### src/rtl/id_ex_stage.sv
// id_ex_stage: ID/EX pipeline register with operand forwarding and load-use
// hazard detection, feeding the execute-stage ALU.
//
// Optional feature macro: ID_EX_FWD_EN
//   defined   : EX/MEM and MEM/WB results are forwarded onto the ALU operands
//               and the store data; load_use covers loads only.
//   undefined : operands come straight from the latched register data;
//               load_use covers any valid in-stage register writer; the
//               exmem_* / memwb_* ports are present but unused.
//
// Ports:
//   clk, rst_n            rising-edge clock, asynchronous active-low reset
//   stall, flush          downstream hold / squash to bubble (flush wins)
//   in_*                  decoded instruction from the decode stage
//   exmem_*, memwb_*      writeback sources for forwarding
//   ALU_DA, ALU_DB, ALUOp ALU operands and opcode
//   ex_*                  stage contents for later stages (control gated by ex_valid)
//   load_use, hold_up     hazard flag and upstream hold (stall | load_use)
module id_ex_stage #(
  parameter int DW = 32,
  parameter int AW = 5
) (
  input  logic          clk,
  input  logic          rst_n,
  input  logic          stall,
  input  logic          flush,
  input  logic          in_valid,
  input  logic [DW-1:0] in_rs_data,
  input  logic [DW-1:0] in_rt_data,
  input  logic [DW-1:0] in_imm,
  input  logic [AW-1:0] in_rs_addr,
  input  logic [AW-1:0] in_rt_addr,
  input  logic [AW-1:0] in_dst_addr,
  input  logic          in_alusrc,
  input  logic [2:0]    in_aluop,
  input  logic          in_regwrite,
  input  logic          in_memread,
  input  logic          in_memwrite,
  input  logic          in_memtoreg,
  input  logic          exmem_regwrite,
  input  logic [AW-1:0] exmem_dst,
  input  logic [DW-1:0] exmem_result,
  input  logic          memwb_regwrite,
  input  logic [AW-1:0] memwb_dst,
  input  logic [DW-1:0] memwb_result,
  output logic [DW-1:0] ALU_DA,
  output logic [DW-1:0] ALU_DB,
  output logic [2:0]    ALUOp,
  output logic          ex_valid,
  output logic [DW-1:0] ex_store_data,
  output logic [AW-1:0] ex_dst_addr,
  output logic          ex_regwrite,
  output logic          ex_memread,
  output logic          ex_memwrite,
  output logic          ex_memtoreg,
  output logic          load_use,
  output logic          hold_up
);

  logic          valid_q;
  logic [DW-1:0] rs_data_q;
  logic [DW-1:0] rt_data_q;
  logic [DW-1:0] imm_q;
  logic [AW-1:0] rs_addr_q;
  logic [AW-1:0] rt_addr_q;
  logic [AW-1:0] dst_q;
  logic          alusrc_q;
  logic [2:0]    aluop_q;
  logic          regwrite_q;
  logic          memread_q;
  logic          memwrite_q;
  logic          memtoreg_q;

  logic [DW-1:0] fwd_rs;
  logic [DW-1:0] fwd_rt;
  logic          hazard_writer;
  logic          src_match;

  // Stage register. Bubbles (flush / load_use) clear only valid and the
  // control bits; the data fields are don't-care and simply keep their value.
  always_ff @(posedge clk or negedge rst_n) begin
    if (!rst_n) begin
      valid_q    <= 1'b0;
      rs_data_q  <= '0;
      rt_data_q  <= '0;
      imm_q      <= '0;
      rs_addr_q  <= '0;
      rt_addr_q  <= '0;
      dst_q      <= '0;
      alusrc_q   <= 1'b0;
      aluop_q    <= '0;
      regwrite_q <= 1'b0;
      memread_q  <= 1'b0;
      memwrite_q <= 1'b0;
      memtoreg_q <= 1'b0;
    end else if (flush) begin
      valid_q    <= 1'b0;
      regwrite_q <= 1'b0;
      memread_q  <= 1'b0;
      memwrite_q <= 1'b0;
      memtoreg_q <= 1'b0;
    end else if (!stall) begin
      if (load_use) begin
        valid_q    <= 1'b0;
        regwrite_q <= 1'b0;
        memread_q  <= 1'b0;
        memwrite_q <= 1'b0;
        memtoreg_q <= 1'b0;
      end else begin
        valid_q    <= in_valid;
        rs_data_q  <= in_rs_data;
        rt_data_q  <= in_rt_data;
        imm_q      <= in_imm;
        rs_addr_q  <= in_rs_addr;
        rt_addr_q  <= in_rt_addr;
        dst_q      <= in_dst_addr;
        alusrc_q   <= in_alusrc;
        aluop_q    <= in_aluop;
        regwrite_q <= in_regwrite;
        memread_q  <= in_memread;
        memwrite_q <= in_memwrite;
        memtoreg_q <= in_memtoreg;
      end
    end
  end

`ifdef ID_EX_FWD_EN
  // EX/MEM is checked first so the youngest in-flight value wins.
  // Register 0 never forwards; its latched data is already 0.
  always_comb begin
    fwd_rs = rs_data_q;
    if (exmem_regwrite && (exmem_dst != '0) && (exmem_dst == rs_addr_q))
      fwd_rs = exmem_result;
    else if (memwb_regwrite && (memwb_dst != '0) && (memwb_dst == rs_addr_q))
      fwd_rs = memwb_result;
  end

  always_comb begin
    fwd_rt = rt_data_q;
    if (exmem_regwrite && (exmem_dst != '0) && (exmem_dst == rt_addr_q))
      fwd_rt = exmem_result;
    else if (memwb_regwrite && (memwb_dst != '0) && (memwb_dst == rt_addr_q))
      fwd_rt = memwb_result;
  end

  // With forwarding only a load's result is too late for the next instruction.
  assign hazard_writer = memread_q;
`else
  logic unused_fwd;

  assign fwd_rs = rs_data_q;
  assign fwd_rt = rt_data_q;
  assign unused_fwd = ^{exmem_regwrite, exmem_dst, exmem_result,
                        memwb_regwrite, memwb_dst, memwb_result,
                        rs_addr_q, rt_addr_q};

  // Without forwarding any pending register write must drain first.
  assign hazard_writer = regwrite_q;
`endif

  assign src_match = (dst_q == in_rs_addr) || (dst_q == in_rt_addr);
  assign load_use  = valid_q && hazard_writer && in_valid && (dst_q != '0) && src_match;
  assign hold_up   = stall | load_use;

  assign ALU_DA        = fwd_rs;
  assign ALU_DB        = alusrc_q ? imm_q : fwd_rt;
  assign ex_store_data = fwd_rt;
  assign ALUOp         = aluop_q;
  assign ex_valid      = valid_q;
  assign ex_dst_addr   = dst_q;
  assign ex_regwrite   = regwrite_q & valid_q;
  assign ex_memread    = memread_q  & valid_q;
  assign ex_memwrite   = memwrite_q & valid_q;
  assign ex_memtoreg   = memtoreg_q & valid_q;

endmodule

### config.mk
export PLATFORM = sky130hd
export DESIGN_NAME = id_ex_stage
export DESIGN_NICKNAME = d
export VERILOG_FILES = /design/src/rtl/id_ex_stage.sv
export SDC_FILE = /design/constraint.sdc
export NUM_CORES = 1
export LEC_CHECK = 0
export BUFFER_PORTS_ARGS = -buffer_cell sky130_fd_sc_hd__buf_4
export CORE_MARGIN = 2
export CORE_UTILIZATION = 35
export CTS_BUF_LIST = sky130_fd_sc_hd__clkbuf_4
export CTS_CLUSTER_SIZE = 20
export DETAILED_ROUTE_END_ITERATION = 7
export GPL_ROUTABILITY_DRIVEN = 1
export PLACE_DENSITY = 0.76
export SYNTH_ARGS = -nofsm -noshare
export SYNTH_HDL_FRONTEND = slang
export SYNTH_SLANG_ARGS = --single-unit
### constraint.sdc
create_clock -name clk -period 3.45 [get_ports clk]
set_input_delay 0.1725 -clock clk [delete_from_list [all_inputs] [get_ports clk]]
set_output_delay 0.1725 -clock clk [all_outputs]
set_load 0.01 [all_outputs]
==> results of run 1 <==
[synthesized netlist by cell type, drive strengths merged]
cell type | number | area share (%)
dfrtp | 110 | 56
nor3 | 2 | 0.20
and2 | 4 | 0.51
o21a | 1 | 0.15
o211ai | 1 | 0.25
buf | 12 | 3.4
nand2 | 9 | 0.69
nor2 | 4 | 0.31
or3b | 1 | 0.18
or2 | 1 | 0.13
xor2 | 10 | 1.8
a22oi | 1 | 0.15
mux2 | 137 | 35
or4 | 1 | 0.15
o22ai | 5 | 0.64
clkbuf | 4 | 0.31
[area by class of cell]
cell class | instances | area (µm²)
diodes | 2 | 5.00
clock buffers | 10 | 75.1
clock inverters | 6 | 86.3
fillers | 1077 | 5730
multi-input cells | 177 | 1990
flip-flops and latches | 110 | 2750
well taps | 180 | 225
repair buffers | 355 | 2970
[layout by cell type, fill, tap and decap left out, types with 4 or more instances in the layout]
master and instances:
mux2_2 87, dlygate4sd3_1 115, o22ai_1 5, nand2_1 9, nor2_1 4, buf_4 239
xor2_1 10, mux2_4 50, clkbuf_4 10, dfrtp_1 110, and2_1 4
[critical path: cells and delay by family (launching register included)]
kind                   cells  cell delay [ns]
AND/OR/NAND/NOR            1             0.57
multiplexers               1             0.38
AO/OA/AOI/OAI              2             0.59
buffers and inverters      1             0.35
flip-flops                 1             0.48
[metal layers]
metal | vias up | global-route usage [%] | share of wire, %
met5 | - | 0 | 0
met4 | 0 | 10.6 | 3.1
met3 | 38 | 3.95 | 5.8
met2 | 162 | 33.4 | 54
met1 | 1930 | 20.9 | 37
li1 | 1774 | - | -
[through the flow]
step                setup WS, ns  utilization, %
floorplan                   1.37               -
global placement           0.987            49.1
detailed placement         0.940            49.1
CTS                        0.906            58.5
global route               0.759            58.6
finish                     0.881            58.6
[worst paths after layout]
check                                           start                     to  slack (ns)  cells after the start
max                        ex_dst_addr[0]$_DFFE_PN0P_  imm_q[12]$_DFFE_PN0P_        0.88                      5
min                                          in_valid   ex_valid$_DFFE_PN0P_        0.07                      3
max reg2reg                ex_dst_addr[0]$_DFFE_PN0P_  imm_q[12]$_DFFE_PN0P_        0.88                      5
min reg2reg                      imm_q[3]$_DFFE_PN0P_   imm_q[3]$_DFFE_PN0P_        0.52                      1
max in group asynchronous                       rst_n  ALU_DA[4]$_DFFE_PN0P_        2.22                      3
min in group asynchronous                       rst_n   ALUOp[0]$_DFFE_PN0P_        0.38                      2
[flip-flops by register name (all words and copies together), names as in the netlist]
register       flops
ALUOp              3
ALU_DA            32
alusrc_q           1
ex_dst_addr        5
ex_store_data     32
ex_valid           1
hazard_writer      1
imm_q             32
memread_q          1
memtoreg_q         1
memwrite_q         1
[cell families (layout without fill, tap and decap cells)]
family	count (synthesis)	in the layout	synth area share [%]
compound gates	8	8	1.20
simple gates	22	22	2.16
mux	137	137	35.2
buf+inv	16	371	3.74
other cells	0	2	0
flops	110	110	56.0
xor+xnor	10	10	1.78
[power by group]
| group | internal (W) | switching (W) |
|---|---|---|
| registers | 0.00147 | 0.000136 |
| logic | 0.000723 | 0.000412 |
| clock network | 0.000301 | 0.000431 |
| total | 0.00250 | 0.000980 |
==> run summary, run 1 <==
The flow ran to the end, and the final reports show no timing, DRC or antenna violations. The aggregate global-route resource usage was 18.8%; the non-filler instance count after layout was 840. The synthesized netlist occupies a cell area of 0.00492 mm².

The total of buffers placed on input and output ports came out at 234. The tightest min-delay check is of the input port to register type. STA classifies the critical path startpoint as a register. For the via count of the first global-routing pass, the log shows 4,420.

After routing the design area is 0.00810 mm². The synthesized instance count is 303, and the number of vias per cell after detailed routing is 4.65. Sink count of the clock tree: 110. The highest clock frequency the design can meet was 0.389 GHz; the ratio of cells with drive above 1 in the final layout was 60.3%. The number of endpoints with negative hold slack in the final report is 0. The floorplan die height was 123 µm. The first global-routing pass estimated 21.8 mm of wire. The logs give 0 for the remaining global-route overflow and 0 for the total of max-cap violations. 311 I/O pins were placed.

The total power divided by cell area is 429 mW/mm². The net count after synthesis is 503. The overall power after layout is 0.00348 W, and the routed length per instance is 16.5 µm. The data arrival at the endpoint of the critical path is 2.92 ns, and the period utilization is 74.5%.

At the end of routability-driven placement, the weighted congestion stood at 0.734. STA classifies the critical path endpoint as a register. The logs give 0 for the total of cells resized after clock tree synthesis and 9 for the total CTS buffers. The number of antenna violations at the first check in global routing was 2. The minimum period implied by the final worst setup slack works out to 2.57 ns. The number of nets at the end of the flow is 853, and the worst-case clock skew is 0.0354 ns. The number of placed instances, taps included, is 707. The logs give 0 for the final setup violation count and 33.8% for the max-slew headroom at the worst pin.

Synthesis inferred 110 register bits. Clock latency on the worst-skew pair, taken at its later pin, is 0.48 ns. Across all hold checks on the routed design, the worst slack comes to 0.0723 ns. The run gives 13.8 mm as the routed wire length.

Detailed placement ended at an HPWL of 8.67 mm. Length of the first detailed-routing pass in iterations: 4. Yosys printed 0 warnings. The tools report the portion of the post-synthesis area used by sequential elements as 56.0%. The placed instances occupy a cell area of 0.00678 mm².

The floorplan step defined a die boundary enclosing 0.0150 mm². The floorplan step set the die width to 123 µm. The signal on the critical path passes through or4_1, o211ai_2, o21a_4, buf_12, mux2_2. In this run the clock root is driven by a clkbuf_4. The number of buffers on the longest clock path is 2.

The run gives 0 as the final-report max-slew violation count. The routed via count came out at 3,904. For the pin with the worst max-slew slack, the measured transition is 0.993 ns. In this run, distinct cell masters in the synthesized netlist total 19. Each instance of the synthesized netlist takes up on average 16.2 µm². The area growth from synthesis to layout is 64.6%. Setup repair after global routing left no endpoint under its margin. In this run the static leakage power is 3.84 nW. Entering global routing, the biggest net connects 79 pins. TritonCTS built the clock tree. For this design, the CTS-stage hold fixing added 115 buffers. After clock tree synthesis, the clock-pin slew on the worst setup and hold paths is 0.19 ns. The slowest stage of the critical path is the or4_1 cell. The logs give 43 for the row count and 35.6% for the initial standard-cell utilization of the core. After detailed routing, the number of remaining DRC violations is 0. Post-detailed-route count of antenna-violating nets: 0. The critical path in this run is classified as register to register.

Adding up every negative setup slack in the final design gives 0 ns. The worst-case IR drop observed on VDD is 0.000233 V. The largest single stage delay on the critical path is 0.57 ns. The run gives 3 as the H-tree depth reported by CTS. The tools report the placeable core area as 0.0138 mm². The biggest fanout along the worst timing path was 58.

Post-CTS timing repair inserted 0 buffers for setup. The endpoint required time on the critical path is 3.80 ns, and the initial DRC count is 100.
No activity file was read; power rests on OpenSTA's default activity.
==> run 2, diff against run 1 <==
--- a/config.mk
+++ b/config.mk
@@ -5,6 +5,7 @@
 export SDC_FILE = /design/constraint.sdc
 export NUM_CORES = 1
 export LEC_CHECK = 0
+export ABC_AREA = 1
 export BUFFER_PORTS_ARGS = -buffer_cell sky130_fd_sc_hd__buf_4
 export CORE_MARGIN = 2
 export CORE_UTILIZATION = 35
@@ -12,7 +13,7 @@
 export CTS_CLUSTER_SIZE = 20
 export DETAILED_ROUTE_END_ITERATION = 7
 export GPL_ROUTABILITY_DRIVEN = 1
-export PLACE_DENSITY = 0.76
+export PLACE_DENSITY = 0.78
 export SYNTH_ARGS = -nofsm -noshare
 export SYNTH_HDL_FRONTEND = slang
 export SYNTH_SLANG_ARGS = --single-unit
==> constraint.sdc (replaced) <==
create_clock -name clk -period 2.22 [get_ports clk]
set_input_delay 0.111 -clock clk [delete_from_list [all_inputs] [get_ports clk]]
set_output_delay 0.111 -clock clk [all_outputs]
set_load 0.01 [all_outputs]
==> run 2 against run 1 <==
Effect of this change: non-clock buffer count is 10 higher; maximum frequency is 25% higher; sequential share of layout area shrank 1.6 points; highest routed layer unchanged.
==> run summary, run 2 <==
For the number of endpoints with negative hold slack in the final report, the log shows 0 (unchanged). The maximum number of pins on one net before global-route repair is 59 (-25%). The logs give 19.4 mm (+40%) for the routed wire length and 0.486 GHz (+25%) for the highest clock frequency the design can meet. The maximum vdd drop is 0.000347 V (+49%).

Total buffers and inverters traversed by the critical path: 3 (+2). For the routed via count, the log shows 5,661 (+45%). The clock-pin slew on the worst setup and hold paths was 0.17 ns (-0.02 ns). Among all flip-flop cells after synthesis, the most frequent one is dfrtp_1.

The final setup violation count came out at 0 (unchanged). By area the synthesized netlist is led by dfrtp_1 53%, nand2_1 18%, nand4_1 13%. For the Yosys warning count, the log shows 0 (unchanged).

The run finished with clean final reports. The worst setup timing slack at the placement stage was 0.389 ns (-0.551 ns). Total of max-cap violations: 0 (unchanged). The number of vias per cell after detailed routing was 5.14 (+11%). Walking the worst path, the cells encountered are inv_2, nand2_1, nand2_1, nor2_1, nand3_1, nand2_1, nand2_4, buf_16, nand4_1, nand2_1, dlygate4sd3_1.

For the placer's final routability congestion estimate, the log shows 0.813 (+11%). The ratio of cells with drive above 1 in the final layout is 33.6% (-27 points), and the max-slew headroom at the worst pin is 65.2% (+31 points). The row count was 44 (+2.3%). The most numerous cell on the critical path is nand2_1.

The most common cell in the synthesized netlist is nand2_1. The floorplan die height is 125 µm (+2.3%). The tools report the H-tree depth reported by CTS as 3 (unchanged). The portion of the post-synthesis area used by sequential elements was 53.4% (-2.5 points); the sink count of the clock tree was 110 (unchanged). The non-filler instance count after layout is 1,101 (+31%), and the post-DP HPWL is 10.6 mm (+22%). By count the netlist is led by 248 x nand2_1, 110 x dfrtp_1, 110 x nand4_1. The run gives 9 (unchanged) as the total CTS buffers.

The min-delay analysis places its worst path in the category input port to asynchronous set/reset pin. The tools report the number of buffers on the longest clock path as 2 (unchanged). The startpoint-to-endpoint class of the critical path was register to register. The run gives 2.44 ns (-0.48 ns) as the data arrival at the endpoint of the critical path. The number of nets at the end of the flow is 1,113 (+30%).

The smallest setup slack after layout was 0.161 ns (-0.721 ns). Net count after synthesis: 788 (+57%). The tools report the category of the worst setup path capture point as a register. Leaving out fill and tap cells, the most frequent cell in the layout is nand2_1. The total of buffers placed on input and output ports is 234 (unchanged), and the routed length per instance is 17.6 µm (+7.2%).

The run gives 0.0145 mm² (+4.7%) as the placeable core area. In the layout the commonest cells are 248 x nand2_1, 241 x buf_4, 114 x dlygate4sd3_1. The run gives 18 (-1) as the unique cell type count in the Yosys netlist. The minimum period implied by the final worst setup slack is 2.06 ns (-0.509 ns).

The CTS root buffer was clkbuf_4. The area growth from synthesis to layout is 65.0%. The proportion of netlist area held by the largest area contributor was 53.4% (-2.5 points). The biggest area contributor in the post-synthesis netlist is dfrtp_1. The number of antenna violations at the first check in global routing came out at 0 (-2).

The largest stage delay on the critical path was 0.56 ns (about the same). The tools report the startpoint kind of the worst setup timing path as a register. The number of diodes added for antenna fixing came out at 0 (-2). The tools report the global-route wire length before repair as 30.6 mm (+41%). The aggregate negative setup slack was 0 ns (unchanged); the initial DRC count was 344 (+240%). TritonCTS built the clock tree. The initial standard-cell utilization of the core is 35.6% (about the same), and the overall power after layout is 0.00527 W (+52%). The average cell area after synthesis is 8.76 µm² (-46%), and the length of the first detailed-routing pass in iterations is 5 (+1).

Aggregate global-route resource usage: 24.3% (+5.5 points). Mapped cell area: 0.00515 mm² (+4.8%). Synthesized instance count: 588 (+94%). The worst-case clock skew is 0.0148 ns (-0.0206 ns), and the total power divided by cell area is 620 mW/mm² (+44%). Share of synthesized flip-flops with an asynchronous set or reset: 100% (unchanged). For the endpoint required time on the critical path, the log shows 2.60 ns (-1.20 ns). The number of enable-type register cells in the synthesized netlist is 0 (unchanged), and the final-report max-slew violation count is 0 (unchanged). The horizontal die dimension is 125 µm (+2.3%), and the remaining global-route overflow is 0 (unchanged).

The logs give 0 (unchanged) for the post-detailed-route count of antenna-violating nets and 5,921 (+34%) for the via count of the first global-routing pass. The tools report the number of remaining DRC errors as 0 (unchanged). The slowest stage of the critical path belongs to the cell dlygate4sd3_1. Pin slew with the least headroom to its limit: 0.523 ns (-0.470 ns). The period utilization came out at 92.8% (+18 points). Setup repair after global routing left no endpoint under its margin. Grouping stages by cell kind, the critical path spends the most delay in buffers and inverters.

The count of boundary I/O pins is 311 (unchanged). The logs give 969 (+37%) for the placed instance count and 0.0157 mm² (+4.6%) for the total die area. The clock latency at the later pin of the worst-skew pair is 0.47 ns (about the same).

Number of storage elements in the synthesis netlist: 110 (unchanged). The biggest fanout along the worst timing path was 14 (-76%); the total setup buffers inserted after CTS was 0 (unchanged). The leakage power is 4.54 nW (+18%).
-- run 2: cell count changes in the layout (fill, tap and decap cells not counted), sizes merged, moves of 2 or more --
| cell | delta |
|---|---|
| nand2 | +240 |
| nand4 | +110 |
| mux2 | -105 |
| inv | +20 |
| xor2 | -10 |
| buf | +8 |
| nand3 | +5 |
| o22ai | -5 |
| and2 | -4 |
| nor2 | +3 |
| diode | -2 |
| xnor2 | +2 |
-- run 2: metal layers --
| metal | part of all wire (%) | vias to the layer above | global-route usage [%] |
|---|---|---|---|
| li1 | - | 2627 | - |
| met1 | 40 | 2709 | 29.4 |
| met2 | 50 | 264 | 41.5 |
| met3 | 6.3 | 61 | 4.96 |
| met4 | 3.7 | 0 | 11.6 |
| met5 | 0 | - | 0 |
-- run 2: area by class of cell --
class                      count  area (µm²)
clock inverter                 6         110
sequential                   110        2760
timing repair buffer         365        3180
clock buffer                   9        67.6
tap                          184         230
multi-input combinational    406        2080
fill                        1182        5980
inverter                      21        81.3
-- run 2: logic make-up after synthesis --
family | share of synthesized area (%)
buf+inv | 6.53
xor+xnor | 0.340
mux | 6.99
flops | 53.4
simple gates | 32.7
-- run 2: per-stage QoR --
stage | util (%) | area, µm² | hold slack [ns]
after floorplan | - | 5150 | -0.185
after global placement | 49.0 | 7090 | 0.116
after detailed placement | 49.0 | 7090 | 0.120
after CTS | 58.4 | 8450 | 0.110
after global routing | 58.7 | 8500 | 0.136
final | 58.7 | 8500 | 0.142
-- run 2: where the power goes --
part	leakage [nW]	switching [W]	internal [W]
logic	3.09	0.000730	0.000864
registers	1.36	0.000177	0.00225
clock network	0.0901	0.000688	0.000565
-- run 2: worst paths after layout --
| path | from | end | slack [ns] | depth (start not counted) |
|---|---|---|---|---|
| worst min register to register | imm_q[9]$_DFFE_PN0P_ | imm_q[9]$_DFFE_PN0P_ | 0.49 | 2 |
| max in group asynchronous | rst_n | imm_q[22]$_DFFE_PN0P_ | 1.39 | 3 |
| worst max register to register | ex_dst_addr[1]$_DFFE_PN0P_ | ex_valid$_DFFE_PN0P_ | 0.16 | 11 |
| min in group clk | stall | imm_q[30]$_DFFE_PN0P_ | 0.27 | 4 |
| worst min-delay path | rst_n | ALU_DA[30]$_DFFE_PN0P_ | 0.14 | 2 |
| worst max-delay path | ex_dst_addr[1]$_DFFE_PN0P_ | ex_valid$_DFFE_PN0P_ | 0.16 | 11 |
-- run 2: repair_timing --
item                                    4_1_cts  5_1_grt
hold buffers                                114        0
endpoints found under the hold margin       149        0
endpoints found under the setup margin        2        4
resized for setup                             1        3
gates cloned                                  1        2
-- run 2: worst register-to-register path, cell delays in order (launching register included) --
cell           delay, ns
dfrtp_1             0.48
inv_2               0.08
nand2_1             0.06
nand2_1             0.04
nor2_1              0.10
nand3_1             0.07
nand2_1             0.12
nand2_4             0.12
buf_16              0.18
nand4_1             0.09
nand2_1             0.07
dlygate4sd3_1       0.56
